File: src/rtl/icache_stream_prefetch_pkg.sv
// Shared types for the sequential instruction-stream prefetcher: bus command codes
// and the outstanding-request slot record.
package icache_stream_prefetch_pkg;

  localparam logic [1:0] BUS_NONE = 2'b00;
  localparam logic [1:0] BUS_LOAD = 2'b01;

  // Slot line field is sized for the widest supported address; narrower builds zero-extend.
  localparam int PF_MAX_XLEN = 64;
  localparam int PF_LINE_W   = PF_MAX_XLEN - 3;

  typedef logic [PF_LINE_W-1:0] pf_line_t;

  typedef struct packed {
    logic       valid;
    logic [3:0] mem_tag;
    pf_line_t   line;
  } pf_slot_t;

  function automatic pf_slot_t pf_slot_load(input logic [3:0] tag, input pf_line_t line);
    pf_slot_t s;
    s.valid   = 1'b1;
    s.mem_tag = tag;
    s.line    = line;
    return s;
  endfunction

endpackage

File: src/rtl/pf_slot_alloc.sv
// Priority free-slot finder: lowest-index free slot wins, one-hot grant plus found flag.
// Purely combinational; no backpressure of its own.
module pf_slot_alloc #(
  parameter int N = 4
) (
  input  logic [N-1:0] free_i,
  output logic [N-1:0] grant_o,
  output logic         found_o
);

  always_comb begin
    logic hit;
    hit     = 1'b0;
    grant_o = '0;
    for (int i = 0; i < N; i++) begin
      if (free_i[i] && !hit) begin
        grant_o[i] = 1'b1;
        hit        = 1'b1;
      end
    end
    found_o = hit;
  end

endmodule

File: src/rtl/icache_stream_prefetch.sv
// Next-line instruction prefetcher: issues up to LOOKAHEAD lines ahead of demand, tracks
// in-flight requests in slots; bus command and fill write are same-cycle combinational.
module icache_stream_prefetch
  import icache_stream_prefetch_pkg::*;
#(
  parameter int XLEN       = 32,
  parameter int PREF_DEPTH = 4,
  parameter int LOOKAHEAD  = 4,
  parameter int IDX_BITS   = 5,
  parameter int TAG_BITS   = 8
) (
  input  logic                clock,
  input  logic                reset,
  input  logic                pf_enable,
  input  logic                redirect,
  input  logic [XLEN-1:0]     redirect_addr,
  input  logic                demand_advance,
  input  logic                give_way,
  input  logic                lookup_valid,
  input  logic [XLEN-1:0]     lookup_addr,
  output logic                already_fetched,
  input  logic [3:0]          Imem2pref_response,
  input  logic [3:0]          Imem2pref_tag,
  output logic [1:0]          prefetch_command,
  output logic [XLEN-1:0]     prefetch_addr,
  output logic                prefetch_wr_enable,
  output logic [IDX_BITS-1:0] prefetch_index,
  output logic [TAG_BITS-1:0] prefetch_tag
);

  localparam int         LW       = XLEN - 3;
  localparam logic [7:0] LA_LIMIT = 8'(LOOKAHEAD);

  pf_slot_t        slots_q [PREF_DEPTH];
  pf_slot_t        slots_d [PREF_DEPTH];
  logic [LW-1:0]   next_line_q, next_line_d;
  logic [7:0]      ahead_q, ahead_d;

  logic [PREF_DEPTH-1:0] free_vec;
  logic [PREF_DEPTH-1:0] dup_vec;
  logic [PREF_DEPTH-1:0] look_vec;
  logic [PREF_DEPTH-1:0] cpl_vec;
  logic [PREF_DEPTH-1:0] grant;
  logic                  found;

  logic     cpl_fire;
  pf_line_t cpl_line;
  logic     base_ok, issue_ok, skip, accept, step;
  logic     unused_bits;

  always_comb begin
    for (int i = 0; i < PREF_DEPTH; i++) begin
      free_vec[i] = ~slots_q[i].valid;
      dup_vec[i]  = slots_q[i].valid && (slots_q[i].line == pf_line_t'(next_line_q));
      look_vec[i] = slots_q[i].valid && (slots_q[i].line == pf_line_t'(lookup_addr[XLEN-1:3]));
    end
  end

  // A slot retiring this cycle still reads as valid here, so it cannot be re-granted until next cycle.
  pf_slot_alloc #(
    .N (PREF_DEPTH)
  ) u_alloc (
    .free_i  (free_vec),
    .grant_o (grant),
    .found_o (found)
  );

  always_comb begin
    cpl_fire = 1'b0;
    cpl_vec  = '0;
    cpl_line = '0;
    for (int i = 0; i < PREF_DEPTH; i++) begin
      if (!cpl_fire && (Imem2pref_tag != 4'd0) && slots_q[i].valid &&
          (slots_q[i].mem_tag == Imem2pref_tag)) begin
        cpl_fire   = 1'b1;
        cpl_vec[i] = 1'b1;
        cpl_line   = slots_q[i].line;
      end
    end
  end

  assign base_ok  = ~reset & pf_enable & ~redirect & ~give_way & (ahead_q < LA_LIMIT);
  assign issue_ok = base_ok & found & ~|dup_vec;
  assign skip     = base_ok & |dup_vec;
  assign accept   = issue_ok & (Imem2pref_response != 4'd0);
  assign step     = accept | skip;

  always_comb begin
    slots_d = slots_q;
    for (int i = 0; i < PREF_DEPTH; i++) begin
      if (cpl_vec[i]) begin
        slots_d[i] = '0;
      end else if (accept && grant[i]) begin
        slots_d[i] = pf_slot_load(Imem2pref_response, pf_line_t'(next_line_q));
      end
    end
  end

  always_comb begin
    next_line_d = next_line_q;
    if (redirect) begin
      next_line_d = redirect_addr[XLEN-1:3] + LW'(1);
    end else if (step) begin
      next_line_d = next_line_q + LW'(1);
    end
  end

  // An issue and a consumed line in the same cycle cancel out.
  always_comb begin
    ahead_d = ahead_q;
    if (redirect) begin
      ahead_d = '0;
    end else if (step && !demand_advance) begin
      ahead_d = ahead_q + 8'd1;
    end else if (!step && demand_advance && (ahead_q != 8'd0)) begin
      ahead_d = ahead_q - 8'd1;
    end
  end

  always_ff @(posedge clock) begin
    if (reset) begin
      next_line_q <= '0;
      ahead_q     <= '0;
      for (int i = 0; i < PREF_DEPTH; i++) begin
        slots_q[i] <= '0;
      end
    end else begin
      next_line_q <= next_line_d;
      ahead_q     <= ahead_d;
      slots_q     <= slots_d;
    end
  end

  assign prefetch_command   = issue_ok ? BUS_LOAD : BUS_NONE;
  assign prefetch_addr      = {next_line_q, 3'b000};
  assign prefetch_wr_enable = cpl_fire & ~reset;
  assign prefetch_index     = cpl_line[IDX_BITS-1:0];
  assign prefetch_tag       = cpl_line[IDX_BITS+TAG_BITS-1:IDX_BITS];
  assign already_fetched    = lookup_valid & ~reset & |look_vec;

  assign unused_bits = ^{lookup_addr[2:0], redirect_addr[2:0],
                         cpl_line[PF_LINE_W-1:IDX_BITS+TAG_BITS]};

endmodule
File: config.mk
export PLATFORM = sky130hd
export DESIGN_NAME = icache_stream_prefetch
export DESIGN_NICKNAME = d
export VERILOG_FILES = /design/src/rtl/icache_stream_prefetch_pkg.sv /design/src/rtl/pf_slot_alloc.sv /design/src/rtl/icache_stream_prefetch.sv
export SDC_FILE = /design/constraint.sdc
export NUM_CORES = 1
export LEC_CHECK = 0
export CORE_MARGIN = 2
export CORE_UTILIZATION = 55
export CTS_BUF_LIST = sky130_fd_sc_hd__clkbuf_8
export DETAILED_ROUTE_END_ITERATION = 7
export GPL_TIMING_DRIVEN = 0
export PLACE_DENSITY_LB_ADDON = 0.08
export SLEW_MARGIN = 20
export SYNTH_ARGS = -nofsm -noshare
export SYNTH_HDL_FRONTEND = slang
export SYNTH_SLANG_ARGS = --single-unit
File: constraint.sdc
create_clock -name clock -period 4.1 [get_ports clock]
set_input_delay 0.82 -clock clock [delete_from_list [all_inputs] [get_ports clock]]
set_output_delay 0.82 -clock clock [all_outputs]
set_load 0.05 [all_outputs]
==> impl_metrics.json <==
{
  "p_seq_share_pct": 42.0,
  "cts_tree": "yes",
  "crit_arrival_ps": 4490,
  "yosys.cell_count.top_type": "dfxtp_1",
  "grt.overflow.total": 0,
  "period_minus_slack_ps": 4080,
  "period_share_pct": 99.4,
  "grt_pass1_wl_um": 61000,
  "required_ps": 4510,
  "ys_seq_area_share_pct": 30.9,
  "final_core_util_pct": 65.8,
  "gp_congestion": 1.03,
  "routed_via_density": 6.17,
  "synth_top_area_cell": "dfxtp_1",
  "firstDrtPassIters": 6,
  "p_comb_share_pct": 30.5,
  "diodes": 0,
  "setup_viol": 0,
  "dp_hpwl_um": 31400,
  "drv_slew": 0,
  "path_max_fanout": 10,
  "synth_top_cells_by_count": "dfxtp_1, xnor2_1, nor2_1",
  "drc": 0,
  "power_mw": 4.41,
  "critPathCaptureType": "flip-flop",
  "rsz0062_at_grt": "false",
  "routedWlPerCell_um": 23.7,
  "clk-insertion-delay-late_ps": 510,
  "rows": 52,
  "swShare_pct": 37.8,
  "crit_type": "input pin to flip-flop",
  "cap_viol_max_count": 0,
  "leakagePower_nw": 5.21,
  "intPower_mw": 2.74,
  "worst_pin_slew_ps": 954,
  "cts_buffer_depth": 2,
  "initial_core_util_pct": 55.7,
  "status": "completed",
  "h-tree-depth": 4,
  "grt_start_max_net_pins": 19,
  "hold_violations": 0,
  "grt_usage_pct": 37.7,
  "power.switching_mw": 1.67,
  "cts_buffers": 17,
  "drive_above_1_share_pct": 11.4,
  "ant_nets": 0,
  "cp-start-kind": "input pin",
  "ir_worst_vdd_mv": 0.435,
  "avgSynthCellArea_um2": 8.59,
  "dieArea_um2": 21500,
  "hp-class": "flip-flop to flip-flop",
  "fin_tns_setup_ps": 0,
  "synth.top_cell.area_share_pct": 30.9,
  "setup_ws_ps": 24.4,
  "die-height_um": 147,
  "synth-seq-cells": 173,
  "die_w_um": 147,
  "dp_slack_ps": -1450,
  "syn_area_um2": 11200,
  "synth_cell_types": 70,
  "synthArstFlopShare_pct": 0,
  "relSlewSlack_pct": 35.8,
  "port_buffers": 109,
  "drtIter0Drc": 983,
  "numClockSinks": 173,
  "synth-warning-count": 0,
  "max_freq_ghz": 0.245,
  "ios": 128,
  "wl_um": 40700,
  "root_buffer": "clkbuf_8",
  "synth.area.top_cells": "dfxtp_1, xnor2_1, mux2i_1, xor2_1, nor2_1",
  "vias": 10600,
  "powerDensity_nw_per_um2": 333,
  "syn_inst": 1305,
  "synth_edf_count": 0,
  "area_growth_pct": 18.1,
  "p_clk_share_pct": 27.5,
  "antenna_found_initial": 0,
  "ys.flop_type": "dfxtp_1",
  "skew_ps": 23.2,
  "clk_pin_slew_worst_paths_ps": 120,
  "grt_pass1_vias": 10100,
  "core_area_um2": 20100,
  "nNetsFinal": 1524
}
## cells in the final DEF, fill, tap and decap left out, drive strengths merged, types with 53 or more instances in the layout
master / netlist / final
dfxtp: 173 / 173
xnor2: 169 / 169
nor2: 155 / 155
mux2i: 129 / 129
xor2: 105 / 105
clkdlybuf4s50: 0 / 90
nand2: 69 / 69
buf: 68 / 67
clkbuf: 35 / 60
nand3: 53 / 53
## power by group through the flow
stage	clock [mW]	sequential [mW]	combinational, mW
2_1_floorplan	0	1.93	0.813
3_3_place_gp	0	1.88	1.27
3_5_place_dp	0	1.88	1.29
4_1_cts	1.22	1.85	1.31
5_1_grt	1.29	1.86	1.46
6_report	1.21	1.85	1.35
## kinds of logic (layout without fill, tap and decap cells)
group,after synthesis,after routing,share of synthesized area [%]
AOI/OAI and AO/OA,153,153,9.59
xor gates and xnor gates,274,274,21.4
adders and majority gates,8,8,0.960
buffers and inverters,123,265,5.52
DFF,173,173,30.9
muxes,131,131,11.7
other,1,4,0.0335
and+or+nand+nor,442,442,19.9
## worst max-delay path: stages
cell and delay, ps:
clkdlybuf4s50_1 550, buf_4 200, buf_4 190, buf_4 200, buf_4 210, buf_4 220, buf_4 230, mux2_2 180
ha_2 250, o21ai_2 140, nor4_4 290, nand2_4 170, a211o_1 310, o21a_1 180, o311a_1 330
## final cells by class
class	count	area (um^2)
Multi-Input combinational cell	1012	7260
Fill cell	1750	6870
Sequential cell	173	3470
Timing Repair Buffer	112	1100
Buffer	101	611
Tap cell	270	338
Clock buffer	17	234
Clock inverter	15	148
Inverter	20	78.8
## per-stage QoR
step / instances / instance area (um^2) / hold WS [ps]
6_report: 1720 / 13200 / 502
5_1_grt: 1720 / 13200 / 559
4_1_cts: 1718 / 13200 / 510
3_5_place_dp: 1687 / 12700 / 493
3_3_place_gp: 1687 / 12600 / 486
2_1_floorplan: 1308 / 11200 / 455
## flip-flops by register name (all words and copies together) (netlist names)
register and flops:
ahead_q 8, next_line_q 29, slots_q 136
## final timing paths
path,startpoint,endpoint,slack [ps],depth (start not counted)
worst min register to register,ahead_q[2]$_SDFFE_PP0P_,ahead_q[2]$_SDFFE_PP0P_,500,2
worst max-delay path,redirect,next_line_q[28]$_SDFFE_PP0P_,20,15
worst min-delay path,ahead_q[2]$_SDFFE_PP0P_,ahead_q[2]$_SDFFE_PP0P_,500,2
worst max register to register,next_line_q[6]$_SDFFE_PP0P_,ahead_q[7]$_SDFFE_PP0P_,210,16
## timing repair
| item | 4_1_cts | 5_1_grt |
|---|---|---|
| cloned | 0 | 0 |
| resized for setup | 78 | 35 |
| hold buffers | 0 | 0 |
| setup endpoints to repair | 31 | 22 |
| pin swaps | 2 | 2 |
| setup buffers | 1 | 2 |
## layer usage
layer / up-vias / share of wire [%] / global-route usage, %
li1: 4821 / - / -
met1: 5063 / 40 / 48.3
met2: 596 / 46 / 60.5
met3: 132 / 8.7 / 6.83
met4: 0 / 5.4 / 20.9
met5: - / 0 / 0
No activity file was read; power rests on OpenSTA's default activity.
